### src/rtl/pseudo_reverse_addr_seq.sv
// Command-driven (v, pseudo-reverse z, step) address sequencer for the permutation datapath.
// Optional output skid register: define PSEUDO_REVERSE_ADDR_SEQ_OUT_REG_EN.
module pseudo_reverse_addr_seq #(
  parameter int unsigned S = 4,
  parameter int unsigned B = 2,
  localparam int unsigned B_W = $clog2(B),
  localparam int unsigned S_W = $clog2(S),
  localparam int unsigned V_W = S * B_W
) (
  input  logic           clk,
  input  logic           a_rst,
  input  logic           cmd_vld,
  output logic           cmd_rdy,
  input  logic [S_W-1:0] cmd_step_first,
  input  logic [S_W-1:0] cmd_step_last,
  input  logic           abort,
  output logic           out_vld,
  input  logic           out_rdy,
  output logic [V_W-1:0] out_v,
  output logic [V_W-1:0] out_z,
  output logic [S_W-1:0] out_step,
  output logic           out_sol,
  output logic           out_eol,
  output logic           out_last,
  output logic           done,
  output logic           err
);

  // B is a power of two, so B^S-1 is the all-ones index.
  localparam logic [V_W-1:0] V_MAX    = '1;
  localparam logic [S_W-1:0] STEP_MAX = S_W'(S - 1);

  typedef enum logic [1:0] {
    IDLE = 2'd0,
    RUN  = 2'd1,
    DONE = 2'd2
  } state_t;

  typedef struct packed {
    logic [V_W-1:0] v;
    logic [V_W-1:0] z;
    logic [S_W-1:0] step;
    logic           sol;
    logic           eol;
    logic           last;
  } beat_t;

  state_t         state_q, state_d;
  logic [V_W-1:0] cnt_v_q, cnt_v_d;
  logic [S_W-1:0] cnt_step_q, cnt_step_d;
  logic [S_W-1:0] last_step_q, last_step_d;
  logic           gen_done_q, gen_done_d;
  logic           err_q, err_d;
  logic           alive_q;

  logic           cmd_fire_c;
  logic           cmd_legal_c;
  logic [V_W-1:0] gen_z_c;
  beat_t          gen_beat_c;
  logic           gen_vld_c;
  logic           gen_rdy_c;
  logic           gen_fire_c;
  beat_t          head_c;
  logic           head_vld_c;
  logic           out_fire_c;

  // Command side: abort in IDLE masks acceptance; held low until first clock after reset.
  assign cmd_rdy     = (state_q == IDLE) && alive_q && !abort;
  assign cmd_fire_c  = cmd_vld && cmd_rdy;
  assign cmd_legal_c = (cmd_step_first <= cmd_step_last) && (cmd_step_last <= STEP_MAX);

  // Digits below step stay in place; the rest are taken from the top of v downward.
  always_comb begin
    gen_z_c = '0;
    for (int s = 0; s < int'(S); s++) begin
      if (s < int'(cnt_step_q)) begin
        gen_z_c[s*B_W +: B_W] = cnt_v_q[s*B_W +: B_W];
      end else begin
        gen_z_c[s*B_W +: B_W] = cnt_v_q[(int'(S) - 1 - s + int'(cnt_step_q))*B_W +: B_W];
      end
    end
  end

  always_comb begin
    gen_beat_c.v    = cnt_v_q;
    gen_beat_c.z    = gen_z_c;
    gen_beat_c.step = cnt_step_q;
    gen_beat_c.sol  = (cnt_v_q == '0);
    gen_beat_c.eol  = (cnt_v_q == V_MAX);
    gen_beat_c.last = (cnt_v_q == V_MAX) && (cnt_step_q == last_step_q);
  end

  assign gen_vld_c  = (state_q == RUN) && !gen_done_q;
  assign gen_fire_c = gen_vld_c && gen_rdy_c;
  assign out_fire_c = head_vld_c && out_rdy;

`ifdef PSEUDO_REVERSE_ADDR_SEQ_OUT_REG_EN
  logic [1:0] sk_cnt_q, sk_cnt_d;
  logic       sk_wr_q, sk_wr_d;
  logic       sk_rd_q, sk_rd_d;
  beat_t      sk_mem_q [2];
  logic       flush_c;

  // Generator only sees skid occupancy, never out_rdy directly.
  assign flush_c    = abort && (state_q == RUN);
  assign gen_rdy_c  = (sk_cnt_q != 2'd2);
  assign head_vld_c = (sk_cnt_q != 2'd0);
  assign head_c     = sk_mem_q[sk_rd_q];

  always_comb begin
    sk_cnt_d = sk_cnt_q;
    sk_wr_d  = sk_wr_q;
    sk_rd_d  = sk_rd_q;
    if (flush_c) begin
      sk_cnt_d = 2'd0;
      sk_wr_d  = 1'b0;
      sk_rd_d  = 1'b0;
    end else begin
      if (gen_fire_c) sk_wr_d = ~sk_wr_q;
      if (out_fire_c) sk_rd_d = ~sk_rd_q;
      if (gen_fire_c && !out_fire_c) begin
        sk_cnt_d = sk_cnt_q + 2'd1;
      end else if (!gen_fire_c && out_fire_c) begin
        sk_cnt_d = sk_cnt_q - 2'd1;
      end
    end
  end

  always_ff @(posedge clk or posedge a_rst) begin
    if (a_rst) begin
      sk_cnt_q <= 2'd0;
      sk_wr_q  <= 1'b0;
      sk_rd_q  <= 1'b0;
      for (int i = 0; i < 2; i++) sk_mem_q[i] <= '0;
    end else begin
      sk_cnt_q <= sk_cnt_d;
      sk_wr_q  <= sk_wr_d;
      sk_rd_q  <= sk_rd_d;
      if (gen_fire_c && !flush_c) sk_mem_q[sk_wr_q] <= gen_beat_c;
    end
  end
`else
  assign gen_rdy_c  = out_rdy;
  assign head_vld_c = gen_vld_c;
  assign head_c     = gen_beat_c;
`endif

  // Next-state: counters advance per generated beat; FSM leaves RUN when the last beat leaves the block.
  always_comb begin
    state_d     = state_q;
    cnt_v_d     = cnt_v_q;
    cnt_step_d  = cnt_step_q;
    last_step_d = last_step_q;
    gen_done_d  = gen_done_q;
    err_d       = 1'b0;
    case (state_q)
      IDLE: begin
        if (cmd_fire_c) begin
          if (cmd_legal_c) begin
            cnt_v_d     = '0;
            cnt_step_d  = cmd_step_first;
            last_step_d = cmd_step_last;
            gen_done_d  = 1'b0;
            state_d     = RUN;
          end else begin
            err_d = 1'b1;
          end
        end
      end
      RUN: begin
        if (abort) begin
          state_d = IDLE;
        end else begin
          if (gen_fire_c) begin
            if (cnt_v_q == V_MAX) begin
              cnt_v_d = '0;
              if (cnt_step_q == last_step_q) begin
                gen_done_d = 1'b1;
              end else begin
                cnt_step_d = cnt_step_q + S_W'(1);
              end
            end else begin
              cnt_v_d = cnt_v_q + V_W'(1);
            end
          end
          if (out_fire_c && head_c.last) state_d = DONE;
        end
      end
      DONE: begin
        state_d = IDLE;
      end
      default: begin
        state_d = IDLE;
      end
    endcase
  end

  always_ff @(posedge clk or posedge a_rst) begin
    if (a_rst) begin
      state_q     <= IDLE;
      cnt_v_q     <= '0;
      cnt_step_q  <= '0;
      last_step_q <= '0;
      gen_done_q  <= 1'b0;
      err_q       <= 1'b0;
      alive_q     <= 1'b0;
    end else begin
      state_q     <= state_d;
      cnt_v_q     <= cnt_v_d;
      cnt_step_q  <= cnt_step_d;
      last_step_q <= last_step_d;
      gen_done_q  <= gen_done_d;
      err_q       <= err_d;
      alive_q     <= 1'b1;
    end
  end

  // Fields read as zero whenever no beat is offered.
  assign out_vld  = head_vld_c;
  assign out_v    = head_vld_c ? head_c.v    : '0;
  assign out_z    = head_vld_c ? head_c.z    : '0;
  assign out_step = head_vld_c ? head_c.step : '0;
  assign out_sol  = head_vld_c && head_c.sol;
  assign out_eol  = head_vld_c && head_c.eol;
  assign out_last = head_vld_c && head_c.last;
  assign done     = (state_q == DONE);
  assign err      = err_q;

endmodule

### config.mk
export PLATFORM = sky130hd
export DESIGN_NAME = pseudo_reverse_addr_seq
export DESIGN_NICKNAME = d
export VERILOG_FILES = /design/src/rtl/pseudo_reverse_addr_seq.sv
export SDC_FILE = /design/constraint.sdc
export NUM_CORES = 1
export LEC_CHECK = 0
export CORE_ASPECT_RATIO = 1.25
export CORE_MARGIN = 1.5
export CORE_UTILIZATION = 45
export CTS_BUF_LIST = sky130_fd_sc_hd__clkbuf_8
export DETAILED_ROUTE_END_ITERATION = 10
export DONT_BUFFER_PORTS = 1
export RECOVER_POWER = 50
export SLEW_MARGIN = 10
export SYNTH_ARGS = -nofsm -noshare
export SYNTH_HDL_FRONTEND = slang
export SYNTH_SLANG_ARGS = --single-unit
### constraint.sdc
create_clock -name clk -period 2.9 [get_ports clk]
set_clock_uncertainty 0.05 [all_clocks]
set_input_delay 0.29 -clock clk [delete_from_list [all_inputs] [get_ports clk]]
set_output_delay 0.29 -clock clk [all_outputs]
set_load 0.01 [all_outputs]
---- Word level (Yosys, flattened, before mapping) ----
Index checks and enable logic that the tools add are counted.
word-level totals
  register bits ........................... 13
  output and inout port bits .............. 17
  logic and storage cells ................. 88
cells by class
  $add $sub $neg .......................... 5
  $lt $le $gt $ge ......................... 5
  eq/ne operators ......................... 12
  shifts and indexed selects .............. 4
  muxes and demuxes ....................... 34
  reductions and logical operators ........ 21
operator list
  kind                   count
  $mux W4                7
  $mux W2                11
  $ne A2 B2 Y1 const B   7
  $reduce_and A7 Y1      2
  $mux W1                12
  $shiftx A4 B4 Y1       3
  $logic_and A1 B1 Y1    11
  $pmux W2 S2            2
  $pmux W4 S2            1
  $add A2 B2 Y3 const A  2
  $reduce_and A3 Y1      2
  $reduce_and A5 Y1      1
  $add A4 B1 Y4 const B  1
  $eq A4 B4 Y1 const B   1
  $logic_not A4 Y1       1
  $lt A1 B2 Y1 const A   2
  $shiftx A4 B3 Y1       1
  $add A1 B2 Y3 const A  1
  $ne A3 B2 Y1 const B   1
  $add A2 B1 Y2 const B  1
  $eq A2 B1 Y1 const B   1
  $eq A2 B2 Y1           1
  $eq A2 B2 Y1 const B   1
  $le A2 B2 Y1           1
  6 further kinds        7

---- Depth between registers and ports, before layout ----
  depth in word-level cells ............... 7
  mapped depth ............................ 7
  mapped depth without buffers ............ 7

---- Least setup slack after synthesis ----
No wires, ideal clock.
  path type ............................... reg2out
  from .................................... reg state_q[0]
  to ...................................... out out_sol
  arrival ................................. 1,453 ps
  slack ................................... 1,107 ps
  stages on the path, launching flop included .. 5
  cell sequence ........................... dfrtp_1 -> nor2b_1 -> nand2b_1 -> clkbuf_1 -> nor4b_1
between the ends
  cells in the longest elaborated chain, start to end .. 3
RTL lines
  element                   RTL line  RTL
  start: declaration        48        state_t state_q, state_d;
  start signal: assignment  208       state_q <= state_d;
  $eq A2 B1 Y1              93        assign gen_vld_c = (state_q == RUN) && !gen_done_q;
  $logic_and A1 B1 Y1       93
  $logic_and A1 B1 Y1       223       assign out_sol = head_vld_c && head_c.sol;
  end: declaration          22        output logic out_sol,
No other way between the ends.

---- Worst setup path in the final report ----
Same ends and word-level chain as after synthesis.

==> out/qor.yml <==
status: "complete, but fails checks"
violations: "DRC"
p_switching_mw: 0.204
maxClockFrequency_mhz: 441
cts_resized: 0
ys.flop_type: "dfrtp_1"
synth-xor-area-share: 0.0183
synth_seq_cells: 13
cts.clk_slew.worst_paths_ns: 0.05
die-area_mm2: 0.00242
rows: 18
synth_top_area_share: 0.339
yosysUniqueCellTypes: 40
max_slew_margin: 0.616
drive_above_1_share: 0.0734
core-area_mm2: 0.00200
pwr-share-comb: 0.290
place_inst: 124
grt_pass1_wl_um: 2890
synth.area.mux_share: 0.0561
p_int_mw: 0.378
synth_largest_area_cell: "dfrtp_1"
period_needed_ns: 2.27
routed_via_density: 5.87
cts_tree: "yes"
synth_top_family_by_area: "simple AND/OR/NAND/NOR gates"
critical_path.startpoint: "state_q[0]$_DFFE_PP0P_"
synthArstFlopShare: 1.00
reg2reg_setup_slack_ns: 0.81
areaGrowthSynthToFinish_pct: 4.56
firstDrtPassIters: 8
worst_hold_slack_ns: 0.111
postLayoutCellArea_mm2: 0.00100
grt_pass1_vias: 642
power.density_mw_per_mm2: 580
reg2reg_from: "state_q[0]$_DFFE_PP0P_"
drt_iter0_drc: 16
synth-edff-count: 0
finalNetCount: 125
synth.net_count: 123
cp.arrival_ns: 1.93
fin_util: 0.501
hp-class: "input port to register"
die_x_um: 44.3
place_congestion: 0.788
worstMarginPinSlew_ns: 0.568
postPlaceCellArea_um2: 970
fin_crit_sh: 0.782
synth-simple-area-share: 0.246
cts_max_path_buffers: 2
cts_sinks: 13
synth_fa_ha_area_frac: 0.0782
rsz0062_at_grt: "no"
sequentialPowerShare: 0.441
hpwl_um: 1480
fill_cells: 207
final_cells: 129
report.power.total_mw: 0.582
grt_max_degree: 14
drc: 3
syn_inst: 108
synth_area_leaders: "dfrtp_1, ha_1, inv_1"
overflow: 0
htreeDepth: 1
end_kind: "output port"
io_pins: 26
setup_tns_ns: 0
place_ws_ns: 0.907
drv_slew: 0
p_clk_frac: 0.268
crit_end: "out_sol"
globalRouteMet2Util: 0.284
cap_violations: 0
diodes: 0
drt-total-wl_um: 1880
cts_root_buffer: "clkbuf_8"
synth-compound-area-share: 0.192
reg2reg_depth: 5
vias: 757
busiest_layer: "met2"
final_antenna_net_count: 0
grt_antenna_before_repair: 0
hold_viol: 0
setup_viol: 0
met3_usage: 0.0561
whs_path_depth: 1
crit_type: "register to output port"
worst-path-max-fanout: 10
start_util: 0.479
track_usage: 0.172
critPathLaunchType: "register"
worstHoldStart: "abort"
r2r_end: "cnt_step_q[1]$_DFFE_PP0P_"
required_ns: 2.56
wl_per_cell_um: 14.5
numPortBuffers: 0
synthTopCellsByCount: "dfrtp_1, inv_1, nor2_1"
hold_buffers: 1
use_met1: 0.196
insertion_delay_ns: 0.24
vdd_ir_drop_max_v: 0.000327
p_leak_nw: 0.454
syn_area_um2: 960
die_height_um: 54.6
synth-seq-area-share: 0.339
setup_slack_ns: 0.632
syn_avg_cell_area_um2: 8.89
postCtsSetupBuffers: 0
numCtsBuffers: 3
yosys_warnings: 0
swShare: 0.350
[critical path: stages (launching register included)]
cell      delay (ns)
dfrtp_1         0.46
nor2b_1         0.34
nand2b_1        0.29
nor4b_1         0.59
[flip-flops by register name, indices dropped and copies added (netlist names)]
signal / flops
alive_q: 1
cnt_step_q: 2
cnt_v_q: 4
err: 1
last_step_q: 2
gen_done_q: 1
state_q: 2
[layout by cell type (no fill, tap or decap), types with 2 or more instances in the layout]
| cell type | count |
|---|---|
| inv_1 | 14 |
| or2b_1 | 2 |
| a211oi_1 | 2 |
| xnor2_1 | 2 |
| o21ai_0 | 7 |
| a31oi_1 | 2 |
| mux2i_1 | 2 |
| nand2b_1 | 3 |
| nand3_1 | 4 |
| nor2b_1 | 5 |
| dfrtp_1 | 13 |
| ha_1 | 6 |
| nor2_1 | 9 |
| a21oi_1 | 5 |
| and2_1 | 3 |
| nand2_1 | 5 |
| clkbuf_8 | 3 |
[how the worst min path moves through the flow]
stage	endpoint	slack, ns
after floorplan	alive_q$_DFF_PP0_	0.12
after global placement	cnt_v_q[2]$_DFFE_PP0P_	0.19
after detailed placement	cnt_v_q[2]$_DFFE_PP0P_	0.20
after CTS	state_q[0]$_DFFE_PP0P_	0.11
after global routing	state_q[0]$_DFFE_PP0P_	0.12
final	state_q[0]$_DFFE_PP0P_	0.11
[kinds of logic after synthesis]
kind of cell,count (synthesis)
simple gates,39
compound gates,26
other cells,1
mux,4
buf+inv,17
fa+ha+maj,6
xor+xnor,2
flops,13
[metal layers]
layer,wire (um),up-vias
met2,907,20
met3,111,2
met4,24,0
li1,-,377
met1,832,358
met5,0,-
[final cells by class]
class | count | area (um2) | area share
inverters | 13 | 48.8 | 0.0486
clock buffers | 3 | 41.3 | 0.0411
repair buffers | 1 | 10.0 | 0.00998
flip-flops and latches | 13 | 325 | 0.324
well taps | 20 | 25.0 | 0.0249
clock inverters | 1 | 3.75 | 0.00374
multi-input cells | 78 | 549 | 0.547
[power by group through the flow]
stage               Combinational (mW)  Clock (mW)  Sequential [mW]
finish                           0.169       0.156            0.257
global route                     0.192       0.172            0.264
CTS                              0.175       0.161            0.258
detailed placement               0.173           0            0.260
global placement                 0.168           0            0.259
floorplan                        0.163           0            0.236
(Power assumes the default switching activity.)
